### src/rtl/per_master_arbiter_pkg.sv
// Cluster-wide constants for the peripheral master arbiter: requester slot indices and a modulo helper.
package per_master_arbiter_pkg;

  localparam int unsigned NB_REQ_DEFAULT = 3;

  typedef enum logic [1:0] {
    REQ_AXI_BRIDGE = 2'd0,
    REQ_DEBUG      = 2'd1,
    REQ_DMA_CFG    = 2'd2
  } req_slot_e;

  function automatic int unsigned wrap_add(input int unsigned base,
                                           input int unsigned ofs,
                                           input int unsigned n);
    return (base + ofs) % n;
  endfunction

endpackage

### src/rtl/fifo_v3.sv
// Small synchronous FIFO, optional fall-through; one-cycle write-to-read latency otherwise.
// Pushes while full and pops while empty are ignored; flush_i clears the contents.
module fifo_v3 #(
  parameter bit          FALL_THROUGH = 1'b0,
  parameter int unsigned DATA_WIDTH   = 32,
  parameter int unsigned DEPTH        = 8
) (
  input  logic                  clk_i,
  input  logic                  rst_ni,
  input  logic                  flush_i,
  input  logic                  testmode_i,
  output logic                  full_o,
  output logic                  empty_o,
  input  logic [DATA_WIDTH-1:0] data_i,
  input  logic                  push_i,
  output logic [DATA_WIDTH-1:0] data_o,
  input  logic                  pop_i
);
  localparam int unsigned PTR_W = (DEPTH > 1) ? $clog2(DEPTH) : 1;

  logic [PTR_W-1:0]      rd_ptr, wr_ptr;
  logic [PTR_W:0]        cnt;
  logic [DATA_WIDTH-1:0] mem [DEPTH];
  logic                  stored_empty, do_push, do_pop, bypass, upd_en;

  function automatic logic [PTR_W-1:0] ptr_inc(input logic [PTR_W-1:0] p);
    return (p == PTR_W'(DEPTH - 1)) ? '0 : p + 1'b1;
  endfunction

  assign stored_empty = (cnt == '0);
  assign full_o       = (cnt == (PTR_W+1)'(DEPTH));
  assign empty_o      = stored_empty & ~(FALL_THROUGH & push_i);
  assign data_o       = (FALL_THROUGH && stored_empty) ? data_i : mem[rd_ptr];
  assign do_push      = push_i & ~full_o;
  assign do_pop       = pop_i & ~empty_o;
  assign bypass       = FALL_THROUGH & stored_empty & do_push & do_pop;
  // Clock-gate style enable; test mode keeps the state registers always enabled.
  assign upd_en       = push_i | pop_i | flush_i | testmode_i;

  always_ff @(posedge clk_i or negedge rst_ni) begin
    if (!rst_ni) begin
      rd_ptr <= '0;
      wr_ptr <= '0;
      cnt    <= '0;
    end else if (upd_en) begin
      if (flush_i) begin
        rd_ptr <= '0;
        wr_ptr <= '0;
        cnt    <= '0;
      end else if (!bypass) begin
        if (do_push) wr_ptr <= ptr_inc(wr_ptr);
        if (do_pop)  rd_ptr <= ptr_inc(rd_ptr);
        cnt <= cnt + (PTR_W+1)'(do_push) - (PTR_W+1)'(do_pop);
      end
    end
  end

  always_ff @(posedge clk_i) begin
    if (do_push && !bypass && !flush_i) mem[wr_ptr] <= data_i;
  end

endmodule

### src/rtl/per_master_arbiter.sv
// Round-robin share of one peripheral master port; grant and response routing are combinational.
// An ungranted selection is held stable; requests stop while MAX_OUTSTANDING responses are pending.
module per_master_arbiter
  import per_master_arbiter_pkg::*;
#(
  parameter int unsigned NB_REQ          = NB_REQ_DEFAULT,
  parameter int unsigned ADDR_WIDTH      = 32,
  parameter int unsigned DATA_WIDTH      = 32,
  parameter int unsigned BE_WIDTH        = DATA_WIDTH / 8,
  parameter int unsigned MAX_OUTSTANDING = 4
) (
  input  logic                         clk_i,
  input  logic                         rst_ni,
  input  logic                         test_en_i,
  input  logic [NB_REQ-1:0]            slv_req_i,
  input  logic [NB_REQ*ADDR_WIDTH-1:0] slv_add_i,
  input  logic [NB_REQ-1:0]            slv_wen_i,
  input  logic [NB_REQ*DATA_WIDTH-1:0] slv_wdata_i,
  input  logic [NB_REQ*BE_WIDTH-1:0]   slv_be_i,
  output logic [NB_REQ-1:0]            slv_gnt_o,
  output logic [NB_REQ-1:0]            slv_r_valid_o,
  output logic [DATA_WIDTH-1:0]        slv_r_rdata_o,
  output logic                         slv_r_opc_o,
  output logic                         mst_req_o,
  output logic [ADDR_WIDTH-1:0]        mst_add_o,
  output logic                         mst_wen_o,
  output logic [DATA_WIDTH-1:0]        mst_wdata_o,
  output logic [BE_WIDTH-1:0]          mst_be_o,
  input  logic                         mst_gnt_i,
  input  logic                         mst_r_valid_i,
  input  logic                         mst_r_opc_i,
  input  logic [DATA_WIDTH-1:0]        mst_r_rdata_i,
  output logic                         busy_o,
  output logic                         err_o
);
  localparam int unsigned IDX_WIDTH = (NB_REQ > 1) ? $clog2(NB_REQ) : 1;
  typedef logic [IDX_WIDTH-1:0] idx_t;

  idx_t rr_ptr, lock_idx, arb_idx, sel, fifo_head;
  logic lock, arb_vld, lock_hold, sel_vld;
  logic fifo_full, fifo_empty, hs, pop;

  always_comb begin
    idx_t cand;
    cand    = '0;
    arb_vld = 1'b0;
    arb_idx = '0;
    for (int unsigned i = 0; i < NB_REQ; i++) begin
      cand = idx_t'(wrap_add(32'(rr_ptr), i, NB_REQ));
      if (!arb_vld && slv_req_i[cand]) begin
        arb_vld = 1'b1;
        arb_idx = cand;
      end
    end
  end

  // A locked requester that drops its request falls back to fresh arbitration.
  assign lock_hold = lock & slv_req_i[lock_idx];
  assign sel_vld   = lock_hold | arb_vld;
  assign sel       = lock_hold ? lock_idx : arb_idx;
  assign mst_req_o = sel_vld & ~fifo_full;
  assign hs        = mst_req_o & mst_gnt_i;

  always_comb begin
    mst_add_o     = '0;
    mst_wen_o     = 1'b0;
    mst_wdata_o   = '0;
    mst_be_o      = '0;
    slv_gnt_o     = '0;
    slv_r_valid_o = '0;
    for (int unsigned k = 0; k < NB_REQ; k++) begin
      if (sel_vld && sel == idx_t'(k)) begin
        mst_add_o    = slv_add_i[k*ADDR_WIDTH +: ADDR_WIDTH];
        mst_wen_o    = slv_wen_i[k];
        mst_wdata_o  = slv_wdata_i[k*DATA_WIDTH +: DATA_WIDTH];
        mst_be_o     = slv_be_i[k*BE_WIDTH +: BE_WIDTH];
        slv_gnt_o[k] = hs;
      end
      slv_r_valid_o[k] = pop && (fifo_head == idx_t'(k));
    end
  end

  assign pop           = mst_r_valid_i & ~fifo_empty;
  assign err_o         = mst_r_valid_i & fifo_empty;
  assign slv_r_rdata_o = mst_r_rdata_i;
  assign slv_r_opc_o   = mst_r_opc_i;
  assign busy_o        = mst_req_o | ~fifo_empty;

  always_ff @(posedge clk_i or negedge rst_ni) begin
    if (!rst_ni) begin
      rr_ptr   <= '0;
      lock     <= 1'b0;
      lock_idx <= '0;
    end else if (mst_req_o) begin
      if (mst_gnt_i) begin
        rr_ptr <= idx_t'(wrap_add(32'(sel), 1, NB_REQ));
        lock   <= 1'b0;
      end else begin
        lock     <= 1'b1;
        lock_idx <= sel;
      end
    end else if (lock && !slv_req_i[lock_idx]) begin
      lock <= 1'b0;
    end
  end

  fifo_v3 #(
    .FALL_THROUGH (1'b0),
    .DATA_WIDTH   (IDX_WIDTH),
    .DEPTH        (MAX_OUTSTANDING)
  ) i_outstanding_fifo (
    .clk_i      (clk_i),
    .rst_ni     (rst_ni),
    .flush_i    (1'b0),
    .testmode_i (test_en_i),
    .full_o     (fifo_full),
    .empty_o    (fifo_empty),
    .data_i     (sel),
    .push_i     (hs),
    .data_o     (fifo_head),
    .pop_i      (pop)
  );

endmodule

### config.mk
export PLATFORM = sky130hd
export DESIGN_NAME = per_master_arbiter
export DESIGN_NICKNAME = d
export VERILOG_FILES = /design/src/rtl/per_master_arbiter_pkg.sv /design/src/rtl/fifo_v3.sv /design/src/rtl/per_master_arbiter.sv
export SDC_FILE = /design/constraint.sdc
export NUM_CORES = 1
export LEC_CHECK = 0
export BUFFER_PORTS_ARGS = -buffer_cell sky130_fd_sc_hd__buf_2
export CORE_AREA = 2 2 141 143
export DETAILED_ROUTE_END_ITERATION = 8
export DIE_AREA = 0 0 143 145
export PLACE_DENSITY = 0.51
export REMOVE_ABC_BUFFERS = 1
export SYNTH_ARGS = -nofsm -noshare
export SYNTH_HDL_FRONTEND = slang
export SYNTH_SLANG_ARGS = --single-unit
### constraint.sdc
create_clock -name clk_i -period 5.9 [get_ports clk_i]
set_input_delay 1.18 -clock clk_i [delete_from_list [all_inputs] [get_ports clk_i]]
set_output_delay 1.18 -clock clk_i [all_outputs]
set_load 0.02 [all_outputs]
==> flow_summary_export.csv <==
group,metric,value,unit
routing,dr.pass1.iters,4,
synth,synth_cell_types,45,
layout,multi_input_area,0.00211,mm2
clock_network,post-cts-setup-buffers,0,
layout,nets,835,
worst_setup_path,critPathKind,"in2out",
routing,drtIter0Drc,87,
floorplanning,initial_utilization,0.159,
pwr,pwr_density_cell,801,mW/mm2
placed_design,dp_hpwl,11600,um
floorplanning,die_h,145,um
pwr,pwr-share-comb,0.882,
synth,synth_top_family_by_area,"compound AO/OA/AOI/OAI gates",
global_routing,first_global_vias,3476,
job,cap_violations,0,
sta,worst_slack,0.619,ns
status,status,"complete, no violations",
pwr,swShare,0.591,
min_path,hp-class,"reg2reg",
synth,async_reset_ff_frac,0.600,
worst_setup_path,critPathSlowestCell,"o2bb2ai_1",
global_routing,grt_pass1_wl,20200,um
clock_network,cts_buffer_depth,2,
worst_setup_path,crit_arrival,4.10,ns
layout,fin_area,0.00467,mm2
floorplanning,die-area,0.0207,mm2
layout,ff_latch_area,541,um2
floorplanning,core,0.0192,mm2
sta,clock_skew,0.00289,ns
placed_design,gp_congestion,0.771,
sta,finalHoldWorstSlack,0.523,ns
clock_network,clock-root-buffer,"clkbuf_16",
synth,synth_cells,330,
synth,synth_ff_type,"dfrtp_1",
clock_network,insertion_delay,0.25,ns
worst_setup_path,cp-end-kind,"output pin",
global_routing,antenna_found_initial,2,
layout,utilization,0.243,
floorplanning,fp.dieW,143,um
synth,synth_edf_count,8,
layout,drive_gt1_frac,0.566,
layout,syn_to_final_growth,52.5,%
worst_setup_path,path_cells,"buf_2 -> mux2i_1 -> or2_2 -> and2_1 -> nand3_1 -> and2_1 -> ha_4 -> nor2_1 -> or3_2 -> buf_4 -> o2bb2ai_1 -> buf_2",
layout,nFillCells,2122,
pwr,switching_power,2210,uW
global_routing,grt_max_degree,71,
sta,fmax,189,MHz
routing,num_vias,3417,
floorplanning,rows,51,
pwr,clkPwrFrac,0.049,
synth,ys_warn_count,0,
sta,drv_slew,0,
routing,routedWlPerCell,16.5,um
clock_network,cts_hold_buf,0,
placed_design,post-place-ws,0.633,ns
clock_network,cts_resized,0,
clock_network,cts-htree-levels,1,
clock_network,path_clk_slew,0.06,ns
synth,synth.mux.area_fraction,0.254,
worst_setup_path,required,4.72,ns
synth,synth_adder_area_share,0.0638,
sta,period_needed,5.28,ns
clock_network,cts-buffers-inserted,3,
placed_design,place_area,0.00456,mm2
pwr,seqPwrFrac,0.069,
synth,yosys.area_share.simple,0.0863,
pwr,power.internal,1530,uW
synth,seq_area_frac_synth,0.177,
sta,relSlewSlack,0.459,
routing,route.detailed.drc,0,
synth,synth-xor-area-share,0.00286,
clock_network,cts_tree,"done",
routing,routed_via_density,4.08,
worst_setup_path,path_buf_inv,3,
global_routing,grt.overflow.total,0,
synth,syn-cell-area,0.00306,mm2
worst_setup_path,start_kind,"primary input",
placed_design,portBuffers,292,
global_routing,grt_usage,0.126,
sta,hold_viol_final,0,
sta,worst_pin_slew,0.812,ns
worst_setup_path,cp_max_fo,69,
layout,final_common_cell,"buf_2",
sta,rsz0062_at_grt,"false",
pwr,leakagePower,0.00229,uW
synth,synth_compound_area_frac,0.274,
sta,finalSetupViolCount,0,
worst_setup_path,cp_top_family,"simple AND/OR/NAND/NOR gates",
routing,final_antenna_net_count,0,
floorplanning,ioPinCount,359,
pwr,irDropWorstVdd,0.000572,V
sta,post-route-period-util,0.895,
worst_setup_path,max_stage_delay,0.45,ns
routing,wl,13900,um
synth,ys_ff_latch,20,
layout,mostFrequentLayoutCells,"buf_2 (292), mux2i_1 (71), o2bb2ai_1 (59), inv_1 (16)",
synth,avgSynthCellArea,9.27,um2
clock_network,cts.sinks,20,
cell families after synthesis:
family                   count (synthesis)
multiplexers                            75
AND/OR/NAND/NOR                         49
AO/OA/AOI/OAI                           95
adder cells (fa/ha/maj)                 15
flip-flops                              20
XOR/XNOR                                 1
buffers and inverters                   75
Yosys cell counts (8+ instances only):
| master | n | area [um2] |
|---|---|---|
| and2_1 | 10 | 62.6 |
| buf_4 | 34 | 255 |
| clkbuf_1 | 13 | 48.8 |
| dfrtp_1 | 12 | 300 |
| edfxtp_1 | 8 | 240 |
| ha_1 | 14 | 175 |
| inv_1 | 16 | 60.1 |
| mux2i_1 | 71 | 711 |
| nand2_1 | 13 | 48.8 |
| o2bb2ai_1 | 59 | 517 |
| o2bb2ai_2 | 10 | 150 |
final timing paths:
check                              from                        end  slack, ns  cells past startpoint
max                        slv_req_i[2]            mst_wdata_o[16]       0.62                     12
min reg2reg                 lock_idx[0]                lock_idx[0]       0.52                      1
max reg2reg                   rr_ptr[0]  i_outstanding_fifo.cnt[2]       2.93                     12
min in group asynchronous        rst_ni                       lock       0.83                      1
min                         lock_idx[0]                lock_idx[0]       0.52                      1
max in group asynchronous        rst_ni  i_outstanding_fifo.cnt[2]       4.82                      1
cell type report:
| class | count | share of cell area |
|---|---|---|
| Tap cell | 265 | 0.0711 |
| Multi-Input combinational cell | 235 | 0.452 |
| Antenna cell | 2 | 0.00107 |
| Inverter | 16 | 0.0129 |
| Sequential cell | 20 | 0.116 |
| Clock inverter | 1 | 0.00644 |
| Clock buffer | 3 | 0.0161 |
| Timing Repair Buffer | 296 | 0.325 |
per-layer routing:
metal,global-route usage,vias to the layer above,part of all wire
met5,0.0451,-,0.0067
met4,0.0149,2,0.010
met3,0.0601,12,0.11
met2,0.195,187,0.45
met1,0.159,1519,0.43
li1,-,1697,-
stage by stage:
| stage | total power, uW | instances | setup TNS, ns |
|---|---|---|---|
| floorplan | 2540 | 271 | -91.88 |
| global placement | 3620 | 832 | 0 |
| detailed placement | 3600 | 832 | 0 |
| CTS | 3810 | 836 | 0 |
| global route | 4030 | 838 | 0 |
| finish | 3740 | 838 | 0 |
flip-flops by register name, summed over array words and instances (netlist names):
signal and cells:
i_outstanding_fifo.wr_ptr 2, i_outstanding_fifo.cnt 3, lock 1, lock_idx 2
i_outstanding_fifo.rd_ptr 2, i_outstanding_fifo.mem 8, rr_ptr 2
power groups by stage:
stage	logic, uW	registers (uW)	clock network [uW]
after floorplan	2290	251	0
after global placement	3360	264	0
after detailed placement	3340	262	0
after CTS	3360	259	188
after global routing	3570	268	195
final	3290	258	184
Note: power is estimated with default switching activity, not from simulation.
